==> config.mk <==
export PLATFORM = sky130hd
export DESIGN_NAME = hpdcache_dir_access_ctrl
export DESIGN_NICKNAME = d
export VERILOG_FILES = /design/src/rtl/hpdcache_dir_access_ctrl.sv
export SDC_FILE = /design/constraint.sdc
export NUM_CORES = 1
export LEC_CHECK = 0
export ABC_AREA = 1
export ABC_CLOCK_PERIOD_IN_PS = 24800
export CORE_MARGIN = 10
export CORE_UTILIZATION = 25
export CTS_CLUSTER_DIAMETER = 150
export DETAILED_ROUTE_END_ITERATION = 6
export DONT_BUFFER_PORTS = 1
export GPL_TIMING_DRIVEN = 0
export HOLD_SLACK_MARGIN = 0.02
export RECOVER_POWER = 50
export SYNTH_ARGS = -nofsm -noshare
export SYNTH_HDL_FRONTEND = slang
export SYNTH_SLANG_ARGS = --single-unit
export TNS_END_PERCENT = 30
==> constraint.sdc <==
create_clock -name clk_i -period 24.8 [get_ports clk_i]
set_input_delay 4.96 -clock clk_i [delete_from_list [all_inputs] [get_ports clk_i]]
set_output_delay 4.96 -clock clk_i [all_outputs]
set_load 0.01 [all_outputs]
==> src/rtl/hpdcache_dir_access_ctrl.sv <==
// HPDcache directory access controller: post-reset invalidation sweep,
// request arbitration onto the directory SRAM and a 2-entry read buffer.
module hpdcache_dir_access_ctrl #(
    parameter int SETS    = 64,
    parameter int WAYS    = 4,
    parameter int ENTRY_W = 32,
    localparam int SET_W  = $clog2(SETS)
) (
    input  logic                    clk_i,
    input  logic                    rst_i,
    input  logic                    req_valid_i,
    output logic                    req_ready_o,
    input  logic                    req_we_i,
    input  logic [SET_W-1:0]        req_set_i,
    input  logic [WAYS-1:0]         req_way_i,
    input  logic [WAYS*ENTRY_W-1:0] req_wentry_i,
    output logic                    rsp_valid_o,
    input  logic                    rsp_ready_i,
    output logic [WAYS*ENTRY_W-1:0] rsp_rentry_o,
    output logic                    init_done_o,
    output logic [SET_W-1:0]        dir_addr_o,
    output logic [WAYS-1:0]         dir_cs_o,
    output logic [WAYS-1:0]         dir_we_o,
    output logic [WAYS*ENTRY_W-1:0] dir_wentry_o,
    input  logic [WAYS*ENTRY_W-1:0] dir_rentry_i
);

    typedef enum logic {INIT, RUN} state_t;

    state_t                  state_q, state_d;
    logic [SET_W-1:0]        cnt_q;
    logic                    init_done_q;
    logic                    rd_pending_q;
    logic [1:0]              occ_q;
    logic                    wr_ptr_q, rd_ptr_q;
    logic [WAYS*ENTRY_W-1:0] buf_q [2];

    logic       push, pop, accepted, rd_acc, wr_acc;
    logic [2:0] credit;

    // FSM: state register
    always_ff @(posedge clk_i) begin
        if (rst_i) begin
            state_q     <= INIT;
            cnt_q       <= '0;
            init_done_q <= 1'b0;
        end else begin
            state_q     <= state_d;
            init_done_q <= (state_d == RUN);
            if (state_q == INIT) cnt_q <= cnt_q + 1'b1;
        end
    end

    // FSM: next state
    always_comb begin
        state_d = state_q;
        if (state_q == INIT && cnt_q == SET_W'(SETS - 1)) state_d = RUN;
    end

    // Credits count buffered plus in-flight reads, so a push never hits a full buffer
    assign pop      = rsp_valid_o & rsp_ready_i;
    assign push     = rd_pending_q;
    assign credit   = {1'b0, occ_q} + {2'b00, rd_pending_q} - {2'b00, pop};
    assign accepted = req_valid_i & req_ready_o;
    assign rd_acc   = accepted & ~req_we_i;
    assign wr_acc   = accepted & req_we_i;

    assign req_ready_o  = ~rst_i & (state_q == RUN) & (credit < 3'd2);
    assign rsp_valid_o  = ~rst_i & (occ_q != 2'd0);
    assign rsp_rentry_o = buf_q[rd_ptr_q];
    assign init_done_o  = ~rst_i & init_done_q;

    // FSM: outputs (SRAM port)
    always_comb begin
        dir_cs_o     = '0;
        dir_we_o     = '0;
        dir_addr_o   = '0;
        dir_wentry_o = '0;
        if (!rst_i) begin
            unique case (state_q)
                INIT: begin
                    dir_cs_o   = '1;
                    dir_we_o   = '1;
                    dir_addr_o = cnt_q;
                end
                RUN: begin
                    if (wr_acc) begin
                        dir_cs_o     = req_way_i;
                        dir_we_o     = req_way_i;
                        dir_addr_o   = req_set_i;
                        dir_wentry_o = req_wentry_i;
                    end else if (rd_acc) begin
                        dir_cs_o   = '1;
                        dir_addr_o = req_set_i;
                    end
                end
                default: ;
            endcase
        end
    end

    always_ff @(posedge clk_i) begin
        if (rst_i) begin
            rd_pending_q <= 1'b0;
            occ_q        <= 2'd0;
            wr_ptr_q     <= 1'b0;
            rd_ptr_q     <= 1'b0;
        end else begin
            rd_pending_q <= rd_acc;
            occ_q        <= occ_q + {1'b0, push} - {1'b0, pop};
            if (push) wr_ptr_q <= ~wr_ptr_q;
            if (pop)  rd_ptr_q <= ~rd_ptr_q;
        end
    end

    always_ff @(posedge clk_i) begin
        if (!rst_i && push) buf_q[wr_ptr_q] <= dir_rentry_i;
    end

endmodule

==> reports/summary.log, run 1 <==
qor: logic_synthesis.synth_top_area_cell sky130_fd_sc_hd__edfxtp_1
qor: logic_synthesis.synth_fp_nets 1065
qor: die.initial_utilization 25.2%
qor: finish.layout-drive-gt1-share 24.6%
qor: pwr.power.share.combinational 1.0%
qor: timing.fin_worst_skew 24.4 ps
qor: logic_synthesis.ys.warnings.count 0
qor: clocking.numCtsBuffers 28
qor: worst_setup_path.critPathMaxStageDelay 570 ps
qor: drt.wl_per_cell 27.3 um
qor: worst_setup_path.cp_cell_sequence nor2_1 > nand2_1 > inv_1 > ha_1 > inv_1 > ha_1 > inv_1 > fa_1 > nand3_2 > nor2_4 > nand3_2 > buf_6 > buf_6 > nor2_1
qor: worst_setup_path.crit-reg2reg-capture buf_q[0][107]$_DFFE_PP_
qor: worst_setup_path.timing.setup.critical_path_class input port to primary output
qor: job.max_cap_violations 3
qor: worst_setup_path.startpoint_of_the_worst_setup_timing_path rst_i
qor: pwr.static-leakage-power 4.52 nW
qor: outcome.violations_in_the_final_reports capacitance limit, slew limit
qor: worst_setup_path.required 19840 ps
qor: drt.drtPass1Iterations 6
qor: logic_synthesis.synth.top_cells.by_count sky130_fd_sc_hd__edfxtp_1, sky130_fd_sc_hd__nor2_1, sky130_fd_sc_hd__mux2_2, sky130_fd_sc_hd__inv_1, sky130_fd_sc_hd__nand2_1
qor: logic_synthesis.seq_area_frac_synth 71.5%
qor: worst_setup_path.most_common_cell_type_on_the_critical_path sky130_fd_sc_hd__inv_1
qor: worst_setup_path.critPathSlowestCell sky130_fd_sc_hd__nor2_1
qor: timing.tightest_slew 2240 ps
qor: placed_design.place_inst 1399
qor: drt.vias_per_cell 4.37
qor: timing.hold_viol_final 0
qor: logic_synthesis.yosys.cell_count.top_type sky130_fd_sc_hd__edfxtp_1
qor: finish.sequential_cell_area 7950 um^2
qor: worst_setup_path.r2r.worst_path.cells 5
qor: logic_synthesis.synth_cells 790
qor: drt.ant_nets 0
qor: timing.post-route-worst-setup-slack 11780 ps
qor: pwr.ir_drop 0.0000486 V
qor: grt.global_route_wire_length_before_repair 53.0 mm
qor: worst_setup_path.start_kind input port
qor: logic_synthesis.synth-async-reset-ratio 0%
qor: worst_setup_path.timing.critical_path.arrival 8060 ps
qor: finish.fillCellCount 4498
qor: grt.grt_start_max_net_pins 29
qor: grt.grt_pass1_vias 6734
qor: logic_synthesis.number_of_synthesized_flops_with_an_enable_pin 256
qor: drt.drc 0
qor: die.die_h 231 um
qor: pwr.switching_share 19.5%
qor: timing.final_period_minus_worst_setup_slack 13020 ps
qor: placed_design.place_congestion 0.915
qor: clocking.path_clk_slew 60 ps
qor: placed_design.post-dp-hpwl 33.4 mm
qor: worst_setup_path.worst_r2r_startpoint wr_ptr_q$_SDFFE_PP0P_
qor: finish.finalNonFillerCells 1453
qor: clocking.cts_tree yes
qor: drt.drt_iter0_drc 296
qor: die.floorplan.die_area 53300 um^2
qor: logic_synthesis.dominant_cells_by_area_after_synthesis sky130_fd_sc_hd__edfxtp_1, sky130_fd_sc_hd__mux2_2, sky130_fd_sc_hd__nor2_1
qor: clocking.h_tree_depth_reported_by_cts 1
qor: drt.routed_wl 39.6 mm
qor: logic_synthesis.netlist.area_leader.share 69.2%
qor: clocking.cts_buffer_depth 3
qor: placed_design.buffer_ports.inserted 0
qor: clocking.ctsResizeCount 0
qor: timing.grt_setup_unrepaired no
qor: grt.grt.overflow.total 0
qor: outcome.status finished with violations
qor: finish.combined_area_of_the_multi_input_logic_cells 2470 um^2
qor: logic_synthesis.synth_cell_types 23
qor: drt.detailroute.via_count 6346
qor: grt.antenna_found_initial 7
qor: pwr.power.share.sequential 53.3%
qor: timing.fmax 76.8 MHz
qor: worst_setup_path.cpLargestDelayFamily simple AND/OR/NAND/NOR gates
qor: clocking.holdBufCountCts 0
qor: worst_setup_path.crit_path_end_kind primary output
qor: clocking.clkSinkCount 269
qor: die.core_region_area 44100 um^2
qor: timing.timing_max_transition_violations_final 80
qor: timing.final.period_utilization 52.5%
qor: worst_setup_path.worstPathBufferInverterCount 5
qor: grt.groute.usage.overall 13.8%
qor: logic_synthesis.synth.ff_latch_count 269
qor: pwr.power.density 72.0 nW/um^2
qor: die.i_o_pin_count 544
qor: pwr.power.internal 0.752 mW
qor: pwr.power.switching 0.182 mW
qor: logic_synthesis.syn_area_per_cell 14.1 um^2
qor: clocking.postCtsSetupBuffers 0
qor: timing.timing.max_slew.rel_slack -49.9%
qor: worst_setup_path.worst-r2r-setup-slack 20680 ps
qor: logic_synthesis.predominant_post_synthesis_flop_cell sky130_fd_sc_hd__edfxtp_1
qor: finish.area_growth 16.7%
qor: logic_synthesis.syn-cell-area 11100 um^2
qor: finish.postLayoutCoreUtil 29.4%
qor: worst_setup_path.crit_fanout 10
qor: hold_path.holdCritPathClass flop to flop
qor: timing.setup_tns 0 ps
qor: timing.finalSetupViolations 0
qor: placed_design.post-place-ws 11750 ps
qor: die.rows 77
qor: clocking.insertion_delay 570 ps
qor: clocking.cts_root_buffer sky130_fd_sc_hd__clkbuf_16
qor: timing.worst_hold_slack 491 ps
qor: worst_setup_path.cp.depth 14
qor: pwr.clock_power_share 45.7%
qor: finish.nNetsFinal 1112
qor: die.chipWidth 231 um
qor: worst_setup_path.critical_path.endpoint dir_wentry_o[90]
## worst min-delay path by stage
stage,start,end,cells after the start
global route,wr_ptr_q$_SDFFE_PP0P_,wr_ptr_q$_SDFFE_PP0P_,2
finish,wr_ptr_q$_SDFFE_PP0P_,wr_ptr_q$_SDFFE_PP0P_,2
detailed placement,wr_ptr_q$_SDFFE_PP0P_,wr_ptr_q$_SDFFE_PP0P_,2
floorplan,wr_ptr_q$_SDFFE_PP0P_,wr_ptr_q$_SDFFE_PP0P_,2
global placement,wr_ptr_q$_SDFFE_PP0P_,wr_ptr_q$_SDFFE_PP0P_,2
CTS,wr_ptr_q$_SDFFE_PP0P_,wr_ptr_q$_SDFFE_PP0P_,2
## routing by layer
metal  routed length, um  GRT usage, %  vias up
met2               20900          25.3      379
met3                4730          6.72       54
li1                    -             -     2793
met4                 850          3.97        6
met5                  42             0        -
met1               13100          13.5     3114
## metrics by stage
stage	area [um^2]	total power, mW
2_1_floorplan	11100	0.513
3_3_place_gp	11900	0.517
3_5_place_dp	12100	0.517
4_1_cts	13100	0.951
5_1_grt	13000	0.972
6_report	13000	0.934
## placed cells by master, fill, tap and decap left out, types with 2 or more instances in the layout
cell type	n
sky130_fd_sc_hd__dfxtp_1	13
sky130_fd_sc_hd__o21ai_0	3
sky130_fd_sc_hd__buf_6	18
sky130_fd_sc_hd__clkinv_1	2
sky130_fd_sc_hd__nand4_1	5
sky130_fd_sc_hd__o211ai_1	4
sky130_fd_sc_hd__clkinvlp_4	4
sky130_fd_sc_hd__clkbuf_1	23
sky130_fd_sc_hd__bufinv_16	4
sky130_fd_sc_hd__nand2_1	47
sky130_fd_sc_hd__clkinv_2	2
sky130_fd_sc_hd__ha_1	3
sky130_fd_sc_hd__clkinv_4	3
sky130_fd_sc_hd__clkbuf_16	28
sky130_fd_sc_hd__diode_2	3
sky130_fd_sc_hd__nor2_1	144
sky130_fd_sc_hd__mux2_2	128
sky130_fd_sc_hd__inv_1	117
sky130_fd_sc_hd__a21oi_1	17
sky130_fd_sc_hd__edfxtp_1	256
sky130_fd_sc_hd__buf_2	15
sky130_fd_sc_hd__nand3_2	2
sky130_fd_sc_hd__nand3_1	9
sky130_fd_sc_hd__buf_12	2
## registers in the layout, summed over array words and instances, names as in the netlist, named ones only
| signal | flops |
|---|---|
| buf_q | 256 |
| cnt_q | 6 |
| occ_q | 2 |
| init_done_q | 1 |
| push | 1 |
| rd_ptr_q | 1 |
| wr_ptr_q | 1 |
## worst reg2reg max path, stage by stage (launching register included)
cell and delay [ps]:
sky130_fd_sc_hd__dfxtp_1 320, sky130_fd_sc_hd__inv_1 70, sky130_fd_sc_hd__nand2_1 70, sky130_fd_sc_hd__nor2_1 1630, sky130_fd_sc_hd__clkbuf_1 1400, sky130_fd_sc_hd__buf_12 330
## layout make-up
class                   count  share of cell area (%)
plain buffers              36                    1.94
clock inverters            17                    1.89
clock buffers              34                    5.58
flip-flops and latches    269                    61.3
multi-input cells         367                    19.1
inverters                 118                    3.42
repair buffers             17                    1.06
diodes                      3                  0.0579
well taps                 592                    5.71
## power groups by stage
stage,logic [mW],clock network [mW],registers [mW]
floorplan,0.00567,0,0.507
global placement,0.00938,0,0.507
detailed placement,0.00954,0,0.507
CTS,0.00957,0.444,0.498
global route,0.0106,0.464,0.497
finish,0.00948,0.427,0.498
## cell families (layout without fill, tap and decap cells)
logic type | after synthesis | after routing | synth area share [%]
fa+ha+maj | 4 | 4 | 0.518
simple gates | 209 | 209 | 7.46
xor+xnor | 1 | 1 | 0.0788
compound gates | 25 | 25 | 1.23
mux | 128 | 128 | 13.0
buf+inv | 154 | 222 | 6.25
other cells | 0 | 3 | 0
flops | 269 | 269 | 71.5
Note: power is estimated with default switching activity, not from simulation.
==> run 2, diff against run 1 <==
--- a/config.mk
+++ b/config.mk
@@ -6,7 +6,7 @@
 export NUM_CORES = 1
 export LEC_CHECK = 0
 export ABC_AREA = 1
-export ABC_CLOCK_PERIOD_IN_PS = 24800
+export ABC_CLOCK_PERIOD_IN_PS = 11170
 export CORE_MARGIN = 10
 export CORE_UTILIZATION = 25
 export CTS_CLUSTER_DIAMETER = 150
==> constraint.sdc (replaced) <==
create_clock -name clk_i -period 11.17 [get_ports clk_i]
set_input_delay 2.234 -clock clk_i [delete_from_list [all_inputs] [get_ports clk_i]]
set_output_delay 2.234 -clock clk_i [all_outputs]
set_load 0.01 [all_outputs]
==> run 2 against run 1 <==
The run still ends with capacitance limit, slew limit left; non-clock buffer count down 5; global-route usage increased by 1.9 points; cell count increased by 0.14%; via count is 2.2% higher; worst setup slack worse by 8100 ps; sequential share of layout area increased by 0.23 points; worst hold slack got worse by 14 ps; register-to-register slack got worse by 14000 ps; critical path type unchanged.
==> reports/summary.log, run 2 (same netlist as run 1, synthesis figures left out) <==
qor: finish.largest-register buf_q
qor: hold_path.hold_depth 2 [unchanged]
qor: timing.fmax 133 MHz
qor: placed_design.place_congestion 0.979 [+7.0%]
qor: finish.area_growth 16.3%
qor: placed_design.place_inst 1394 [-0.36%]
qor: worst_setup_path.crit_path_end_kind primary output
qor: timing.fin_worst_skew 11.4 ps [-12.9 ps]
qor: hold_path.holdCritPathClass flop to flop
qor: pwr.ir_drop 0.0000975 V [+100%]
qor: grt.globalRoute.busiestLayer met2
qor: finish.largest_register_ff_count 256 [unchanged]
qor: finish.combined_area_of_the_multi_input_logic_cells 2470 um^2 [unchanged]
qor: pwr.switching_share 19.1% [-0.35 points]
qor: worst_setup_path.r2r.worst_path.cells 5 [unchanged]
qor: finish.finalInstanceArea 12900 um^2 [-0.37%]
qor: pwr.power.internal 1.63 mW [+120%]
qor: timing.grt_setup_unrepaired no
qor: die.die_h 231 um [unchanged]
qor: timing.finalSetupViolations 0 [unchanged]
qor: grt.grt.overflow.total 0 [unchanged]
qor: grt.grt_use_met3 9.63% [+2.9 points]
qor: finish.most_frequent_cells_in_the_layout sky130_fd_sc_hd__edfxtp_1, sky130_fd_sc_hd__nor2_1, sky130_fd_sc_hd__mux2_2, sky130_fd_sc_hd__inv_1, sky130_fd_sc_hd__nand2_1
qor: worst_setup_path.crit_fanout 10 [unchanged]
qor: worst_setup_path.required 8940 ps [-10900 ps]
qor: die.core_region_area 44100 um^2 [unchanged]
qor: finish.fillCellCount 4514 [+0.36%]
qor: grt.grt.met1_usage 11.7% [-1.8 points]
qor: die.initial_utilization 25.2% [unchanged]
qor: timing.tightest_slew 2440 ps [+204 ps]
qor: pwr.static-leakage-power 4.51 nW [-0.39%]
qor: die.i_o_pin_count 544 [unchanged]
qor: placed_design.buffer_ports.inserted 0 [unchanged]
qor: drt.drtPass1Iterations 5 [-1]
qor: grt.antenna_found_initial 20 [+13]
qor: drt.routed_wl 44.9 mm [+13%]
qor: timing.worst_hold_slack 477 ps [-14.1 ps]
qor: worst_setup_path.start_kind input port
qor: clocking.ctsResizeCount 0 [unchanged]
qor: grt.global_route_wire_length_before_repair 58.5 mm [+10%]
qor: pwr.power.density 156 nW/um^2 [+120%]
qor: placed_design.placed_cell_area 12200 um^2 [+0.52%]
qor: placed_design.post-dp-hpwl 38.2 mm [+14%]
qor: outcome.status finished with violations
qor: finish.layout-drive-gt1-share 24.1% [-0.53 points]
qor: clocking.cts_root_buffer sky130_fd_sc_hd__clkbuf_16
qor: finish.finalNonFillerCells 1455 [+0.14%]
qor: finish.mostFrequentLayoutCell sky130_fd_sc_hd__edfxtp_1
qor: clocking.insertion_delay 550 ps [-20 ps]
qor: pwr.power.share.combinational 1.0% [about the same]
qor: clocking.numCtsBuffers 29 [+3.6%]
qor: die.chipWidth 231 um [unchanged]
qor: pwr.clock_power_share 44.2% [-1.5 points]
qor: grt.grt_start_max_net_pins 32 [+10%]
qor: grt.groute.usage.overall 15.8% [+1.9 points]
qor: timing.final_period_minus_worst_setup_slack 7500 ps
qor: finish.nNetsFinal 1108 [-0.36%]
qor: finish.sequential_cell_area 7950 um^2 [unchanged]
qor: grt.grt_pass1_vias 6758 [+0.36%]
qor: die.floorplan.die_area 53300 um^2 [unchanged]
qor: clocking.clkSinkCount 269 [unchanged]
qor: clocking.h_tree_depth_reported_by_cts 1 [unchanged]
qor: clocking.postCtsSetupBuffers 0 [unchanged]
qor: clocking.path_clk_slew 50 ps [about the same]
qor: timing.final.period_utilization 67.2%
qor: drt.vias_per_cell 4.46 [+2.1%]
qor: worst_setup_path.timing.setup.critical_path_class input port to primary output
qor: drt.wl_per_cell 30.8 um [+13%]
qor: clocking.cts_tree yes
qor: pwr.power.switching 0.386 mW [+110%]
qor: grt.globalRouteMet2Util 28.8% [+3.4 points]
qor: timing.hold_viol_final 0 [unchanged]
qor: drt.drt_iter0_drc 329 [+11%]
qor: drt.drc 0 [unchanged]
qor: timing.timing.max_slew.rel_slack -63.5% [-14 points]
qor: finish.postLayoutCoreUtil 29.3% [-0.11 points]
qor: job.max_cap_violations 4 [+1]
qor: worst_setup_path.timing.critical_path.arrival 5270 ps [-2790 ps]
qor: clocking.cts_buffer_depth 3 [unchanged]
qor: timing.timing_max_transition_violations_final 83 [+3.8%]
qor: pwr.power.share.sequential 54.8% [+1.5 points]
qor: outcome.violations_in_the_final_reports capacitance limit, slew limit
qor: die.rows 77 [unchanged]
qor: drt.ant_nets 0 [unchanged]
qor: clocking.holdBufCountCts 0 [unchanged]
qor: finish.reg_top3 buf_q (256), cnt_q (6), occ_q (2)
qor: drt.detailroute.via_count 6487 [+2.2%]
run 2: changes by cell type in the layout (fill, tap and decap cells not counted), moves of 2 or more:
cell / previous run / this run
sky130_fd_sc_hd__buf_16: 0 / 3
sky130_fd_sc_hd__buf_6: 18 / 13
sky130_fd_sc_hd__buf_8: 0 / 2
sky130_fd_sc_hd__bufinv_16: 4 / 2
sky130_fd_sc_hd__clkinv_2: 2 / 5
sky130_fd_sc_hd__clkinv_4: 3 / 1
sky130_fd_sc_hd__clkinvlp_4: 4 / 0
sky130_fd_sc_hd__diode_2: 3 / 11
sky130_fd_sc_hd__inv_6: 1 / 3
run 2: area by class of cell:
class,count,area share (%)
Sequential cell,269,61.5
Multi-Input combinational cell,367,19.1
Clock buffer,37,5.85
Tap cell,592,5.73
Inverter,118,3.43
Buffer,36,1.95
Timing Repair Buffer,12,1.20
Clock inverter,13,0.988
Antenna cell,11,0.213
run 2: path summary, 6_finish.rpt:
path	slack [ps]	to	start
min reg2reg	480	wr_ptr_q$_SDFFE_PP0P_	wr_ptr_q$_SDFFE_PP0P_
max	3670	dir_wentry_o[60]	rst_i
max reg2reg	6930	buf_q[0][38]$_DFFE_PP_	wr_ptr_q$_SDFFE_PP0P_
min	480	wr_ptr_q$_SDFFE_PP0P_	wr_ptr_q$_SDFFE_PP0P_
run 2: critical path, stage by stage:
cell and delay, ps:
sky130_fd_sc_hd__nor2_1 320, sky130_fd_sc_hd__nand2_1 190, sky130_fd_sc_hd__inv_1 90, sky130_fd_sc_hd__ha_1 220, sky130_fd_sc_hd__inv_1 60, sky130_fd_sc_hd__ha_1 130, sky130_fd_sc_hd__inv_1 50, sky130_fd_sc_hd__fa_1 550
sky130_fd_sc_hd__nand3_2 100, sky130_fd_sc_hd__nor2_4 230, sky130_fd_sc_hd__nand3_2 110, sky130_fd_sc_hd__buf_6 180, sky130_fd_sc_hd__buf_6 140, sky130_fd_sc_hd__nor2_1 640
run 2: metrics by stage:
| stage | total power [mW] | setup TNS (ps) | setup WS, ps |
|---|---|---|---|
| 6_report | 2.02 | 0 | 3670 |
| 5_1_grt | 2.09 | 0 | 3530 |
| 4_1_cts | 2.06 | 0 | 3650 |
| 3_5_place_dp | 1.15 | 0 | 3660 |
| 3_3_place_gp | 1.15 | -126410 | -912 |
| 2_1_floorplan | 1.14 | 0 | 2780 |
run 2: power groups by stage:
stage	sequential [mW]	combinational (mW)	clock, mW
2_1_floorplan	1.13	0.0126	0
3_3_place_gp	1.13	0.0190	0
3_5_place_dp	1.13	0.0199	0
4_1_cts	1.11	0.0200	0.933
5_1_grt	1.10	0.0222	0.967
6_report	1.11	0.0198	0.893
run 2: layer usage:
metal | share of wire [%] | vias up | wire length, um
li1 | - | 2795 | -
met1 | 26 | 3145 | 11500
met2 | 53 | 430 | 23800
met3 | 14 | 105 | 6410
met4 | 6.8 | 12 | 3030
met5 | 0.21 | - | 94
